### src/rtl/core_pkg.sv
// rtl/core_pkg.sv - shared widths, reset PC and prefetch entry type for the 8-bit core
package core_pkg;

   localparam int PC_W   = 8;
   localparam int INST_W = 32;

   localparam logic [PC_W-1:0]   RESET_PC = 8'h00;
   localparam logic [INST_W-1:0] NOP_INST = 32'h0000_0013;

   typedef struct packed {
      logic [PC_W-1:0]   pc;
      logic [INST_W-1:0] inst;
   } fetch_entry_t;

endpackage

### src/rtl/fetch_queue.sv
// rtl/fetch_queue.sv - prefetch FIFO of {pc, inst} entries with push/pop/flush
module fetch_queue
   import core_pkg::*;
#(
   parameter  int DEPTH = 4,
   localparam int PTR_W = $clog2(DEPTH),
   localparam int CNT_W = PTR_W + 1
) (
   input  logic               clk,
   input  logic               reset,
   input  logic               push,
   input  fetch_entry_t       push_entry,
   input  logic               pop,
   input  logic               flush,
   output logic [CNT_W-1:0]   count,
   output fetch_entry_t       head
);

   fetch_entry_t             mem_q [DEPTH];
   fetch_entry_t             mem_d [DEPTH];
   logic [PTR_W-1:0]         wr_ptr_q, wr_ptr_d;
   logic [PTR_W-1:0]         rd_ptr_q, rd_ptr_d;
   logic [CNT_W-1:0]         count_q, count_d;

   always_comb begin
      mem_d    = mem_q;
      wr_ptr_d = wr_ptr_q;
      rd_ptr_d = rd_ptr_q;
      count_d  = count_q;
      if (flush) begin
         wr_ptr_d = '0;
         rd_ptr_d = '0;
         count_d  = '0;
      end else begin
         // DEPTH is a power of two, so pointer increments wrap naturally
         if (push) begin
            mem_d[wr_ptr_q] = push_entry;
            wr_ptr_d        = wr_ptr_q + PTR_W'(1);
         end
         if (pop) begin
            rd_ptr_d = rd_ptr_q + PTR_W'(1);
         end
         case ({push, pop})
            2'b10:   count_d = count_q + CNT_W'(1);
            2'b01:   count_d = count_q - CNT_W'(1);
            default: count_d = count_q;
         endcase
      end
   end

   always_ff @(posedge clk) begin
      if (reset) begin
         for (int i = 0; i < DEPTH; i++) begin
            mem_q[i] <= '0;
         end
         wr_ptr_q <= '0;
         rd_ptr_q <= '0;
         count_q  <= '0;
      end else begin
         mem_q    <= mem_d;
         wr_ptr_q <= wr_ptr_d;
         rd_ptr_q <= rd_ptr_d;
         count_q  <= count_d;
      end
   end

   assign count = count_q;
   assign head  = mem_q[rd_ptr_q];

endmodule

### src/rtl/fetch_prefetch_unit.sv
// rtl/fetch_prefetch_unit.sv - PC owner, imem driver and prefetch queue front end
module fetch_prefetch_unit
   import core_pkg::*;
#(
   parameter int              DEPTH    = 4,
   parameter int              PC_INC   = 4,
   parameter logic [PC_W-1:0] RESET_PC = core_pkg::RESET_PC
) (
   input  logic              clk,
   input  logic              reset,
   output logic [PC_W-1:0]   imem_addr,
   input  logic [INST_W-1:0] imem_rdata,
   input  logic              redirect_valid,
   input  logic [PC_W-1:0]   redirect_pc,
   output logic              out_valid,
   input  logic              out_ready,
   output logic [INST_W-1:0] out_inst,
   output logic [PC_W-1:0]   out_pc
);

   localparam int              CNT_W   = $clog2(DEPTH) + 1;
   localparam logic [PC_W-1:0] PC_STEP = PC_W'(PC_INC);

   logic [PC_W-1:0]  fetch_pc_q, fetch_pc_d;
   logic [CNT_W-1:0] count;
   fetch_entry_t     head;
   fetch_entry_t     push_entry;
   logic             full;
   logic             push;
   logic             pop;

   always_comb begin
      full       = (count == CNT_W'(DEPTH));
      // Redirect masks the head so IF/ID never latches a wrong-path instruction
      out_valid  = (count != '0) && !redirect_valid;
      pop        = out_valid && out_ready;
      push       = !redirect_valid && (!full || pop);
      push_entry = '{pc: fetch_pc_q, inst: imem_rdata};
      out_inst   = out_valid ? head.inst : '0;
      out_pc     = out_valid ? head.pc   : '0;

      fetch_pc_d = fetch_pc_q;
      if (redirect_valid) begin
         fetch_pc_d = redirect_pc;
      end else if (push) begin
         fetch_pc_d = fetch_pc_q + PC_STEP;
      end
   end

   always_ff @(posedge clk) begin
      if (reset) begin
         fetch_pc_q <= RESET_PC;
      end else begin
         fetch_pc_q <= fetch_pc_d;
      end
   end

   assign imem_addr = fetch_pc_q;

   fetch_queue #(
      .DEPTH (DEPTH)
   ) u_fetch_queue (
      .clk        (clk),
      .reset      (reset),
      .push       (push),
      .push_entry (push_entry),
      .pop        (pop),
      .flush      (redirect_valid),
      .count      (count),
      .head       (head)
   );

endmodule

### config.mk
export PLATFORM = sky130hd
export DESIGN_NAME = fetch_prefetch_unit
export DESIGN_NICKNAME = d
export VERILOG_FILES = /design/src/rtl/core_pkg.sv /design/src/rtl/fetch_queue.sv /design/src/rtl/fetch_prefetch_unit.sv
export SDC_FILE = /design/constraint.sdc
export NUM_CORES = 1
export LEC_CHECK = 0
export CORE_MARGIN = 3
export CORE_UTILIZATION = 40
export DETAILED_ROUTE_END_ITERATION = 16
export SETUP_SLACK_MARGIN = 0.3
export SLEW_MARGIN = 15
export SYNTH_ARGS = -nofsm -noshare
export SYNTH_HDL_FRONTEND = slang
export SYNTH_SLANG_ARGS = --single-unit
### constraint.sdc
create_clock -name clk -period 3.5 [get_ports clk]
set_input_delay 0.7 -clock clk [delete_from_list [all_inputs] [get_ports clk]]
set_output_delay 0.7 -clock clk [all_outputs]
set_load 0.01 [all_outputs]
==> out/metrics.yaml <==
rr_startpoint: "u_fetch_queue.count[0]"
dieHeight_um: 145
io-pin-count: 93
fin_crit_ns: 3.08
nets: 996
synthSimpleGateAreaFrac_pct: 21.8
reg2reg_depth: 8
tightest_slew_ns: 0.750
numPortBuffers: 92
finalClockSkew_ns: 0.00669
start_util_pct: 41.0
cts.clk_slew.worst_paths_ns: 0.06
worstSetupEndpoint: "out_inst[20]"
dp_cells: 1186
avgRoutedWirePerCell_um: 16.3
drive_gt1_share_pct: 9.84
cts_setup_buffers: 0
synth_nets: 947
dieArea_um2: 21000
gp_congestion: 0.719
startpoint: "u_fetch_queue.rd_ptr_q[0]"
muxShareOfSynthArea_pct: 11.9
root_buffer: "clkbuf_16"
synth_xor_area_share_pct: 1.13
core-area_um2: 18800
cts_resized: 1
synth-seq-cells: 175
startpoint_type: "flop"
insertion_delay_ns: 0.42
cpMaxStageDelayCell: "mux4_2"
layout.cells.most_common: "nand2_1"
hold_viol: 0
finalMaxSlewViolations: 0
relSlewSlack_pct: 49.9
cts-htree-levels: 4
ir_drop_mv: 0.307
clock_path_buffers: 2
antenna_found_initial: 0
syn-cell-area_um2: 7720
power.density_nw_per_um2: 466
cp.required_ns: 2.80
setup_ws_ns: 0.424
avgSynthCellArea_um2: 8.62
num_rows: 50
num_antenna_cells: 0
place_ws_ns: 0.414
drt_iter0_markers: 417
routed_wirelength_um: 19800
hp-class: "reg -> reg"
final_cell_mix: "nand2_1 (326), dfxtp_1 (173), a21oi_1 (165), clkdlybuf4s50_1 (91)"
ys.flop_type: "dfxtp_1"
cts_tree: "built"
vias: 6155
synth_seq_area_share_pct: 45.4
via_per_inst: 5.07
synth_compound_area_share_pct: 11.5
path_cells: "buf_12, mux4_2, and2_1, clkdlybuf4s50_1"
drt_first_pass_iters: 5
synthArstFlopShare_pct: 0
cap_violations: 0
hold_buffers: 0
post-route-period-util_pct: 87.9
postLayoutCoreUtil_pct: 49.1
fin_setup_tns_ns: 0
crit_type: "reg -> out"
fillers: 1828
drc_errors: 0
r2r_end: "u_fetch_queue.count[2]"
grt_pass1_wl_um: 32100
worstPathArrival_ns: 2.38
cts_buffers: 17
grt_start_max_net_pins: 86
synthDistinctLibCells: 35
die_w_um: 145
fmax_mhz: 325
synth_edf_count: 0
grt.total_usage_pct: 18.9
cp_max_fo: 19
grt_overflow_total: 0
synth_fa_ha_area_share_pct: 1.23
crit_path_end_kind: "primary output"
holdWs_ns: 0.450
grt_pass1_vias: 6055
netlist_instances: 896
p_leak_nw: 3.07
synth_top_family_by_area: "simple AND/OR/NAND/NOR gates"
cts.sinks: 175
dp_hpwl_um: 11600
yosysWarningCount: 0
status: "completed"
stdcell_count: 1215
setup_viol: 0
rrSetupSlack_ns: 1.26
rsz0062_at_grt: "false"
postRouteAntennaNets: 0
area_growth_pct: 19.7
slowest_delay_ns: 0.55
==> critical path: cells and delay by family (launching register included) <==
kind | cells | cell delay, ns
buf+inv | 2 | 0.72
mux | 1 | 0.55
simple gates | 1 | 0.17
flops | 1 | 0.50
==> synthesized netlist by cell type, types with 2 or more instances <==
cell / number / area, um2
nand2_1: 326 / 1220
dfxtp_1: 175 / 3500
a21oi_1: 165 / 826
and2_1: 40 / 250
mux4_2: 40 / 901
clkbuf_1: 27 / 101
buf_6: 20 / 225
buf_4: 17 / 128
nor2_1: 13 / 48.8
inv_1: 8 / 30.0
xnor2_1: 7 / 61.3
buf_1: 6 / 22.5
buf_2: 6 / 30.0
ha_1: 6 / 75.1
a211oi_1: 4 / 30.0
and2_4: 4 / 35.0
nand2_2: 4 / 25.0
nand3_1: 4 / 20.0
nor2b_1: 4 / 25.0
xor2_1: 3 / 26.3
mux2i_1: 2 / 20.0
nor3_1: 2 / 10.0
==> through the flow <==
step	power (mW)	area, um2
floorplan	2.34	7720
global placement	2.49	8670
detailed placement	2.49	8670
CTS	4.35	9240
global route	4.47	9240
finish	4.30	9240
==> power breakdown <==
group	leakage, nW	switching, mW	internal, mW
Combinational	1.37	0.194	0.159
Sequential	1.42	0.0442	2.05
Clock	0.285	0.745	1.11
Total	3.07	0.983	3.32
==> cell type report <==
type | count | area [um2] | share of cell area (%)
Sequential cell | 175 | 3510 | 38.0
Tap cell | 260 | 325 | 3.52
Timing Repair Buffer | 106 | 1120 | 12.2
Multi-Input combinational cell | 637 | 3680 | 39.9
Inverter | 8 | 30.0 | 0.325
Clock inverter | 6 | 83.8 | 0.907
Clock buffer | 23 | 488 | 5.28
==> state kept, by name, summed over array words and instances, names as in the netlist <==
signal / flops
u_fetch_queue.rd_ptr_q: 2
u_fetch_queue.count: 3
u_fetch_queue.mem_q: 160
imem_addr: 8
u_fetch_queue.wr_ptr_q: 2
==> cell families (layout without fill, tap and decap cells) <==
family                   after synthesis  in the layout
adder cells (fa/ha/maj)                7              7
buffers and inverters                 84            143
AND/OR/NAND/NOR                      404            404
AO/OA/AOI/OAI                        174            174
XOR/XNOR                              10             10
multiplexers                          42             42
flip-flops                           175            175
==> layer usage <==
metal | global-route usage (%) | vias up | wire, um | part of all wire, %
li1 | - | 3057 | - | -
met1 | 24.9 | 2946 | 9210 | 47
met2 | 31.8 | 137 | 9470 | 48
met3 | 3.69 | 15 | 861 | 4.4
met4 | 5.56 | 0 | 236 | 1.2
met5 | 0 | - | 0 | 0
==> worst min path at each step <==
stage	start	end	slack, ns	cells after the start
2_1_floorplan	u_fetch_queue.mem_q[40]	u_fetch_queue.mem_q[40]	0.43	2
3_3_place_gp	u_fetch_queue.mem_q[37]	u_fetch_queue.mem_q[37]	0.44	2
3_5_place_dp	u_fetch_queue.mem_q[74]	u_fetch_queue.mem_q[74]	0.44	2
4_1_cts	u_fetch_queue.mem_q[74]	u_fetch_queue.mem_q[74]	0.45	2
5_1_grt	u_fetch_queue.mem_q[135]	u_fetch_queue.mem_q[135]	0.47	2
6_report	u_fetch_queue.mem_q[18]	u_fetch_queue.mem_q[18]	0.45	2
No activity file was read; power rests on OpenSTA's default activity.
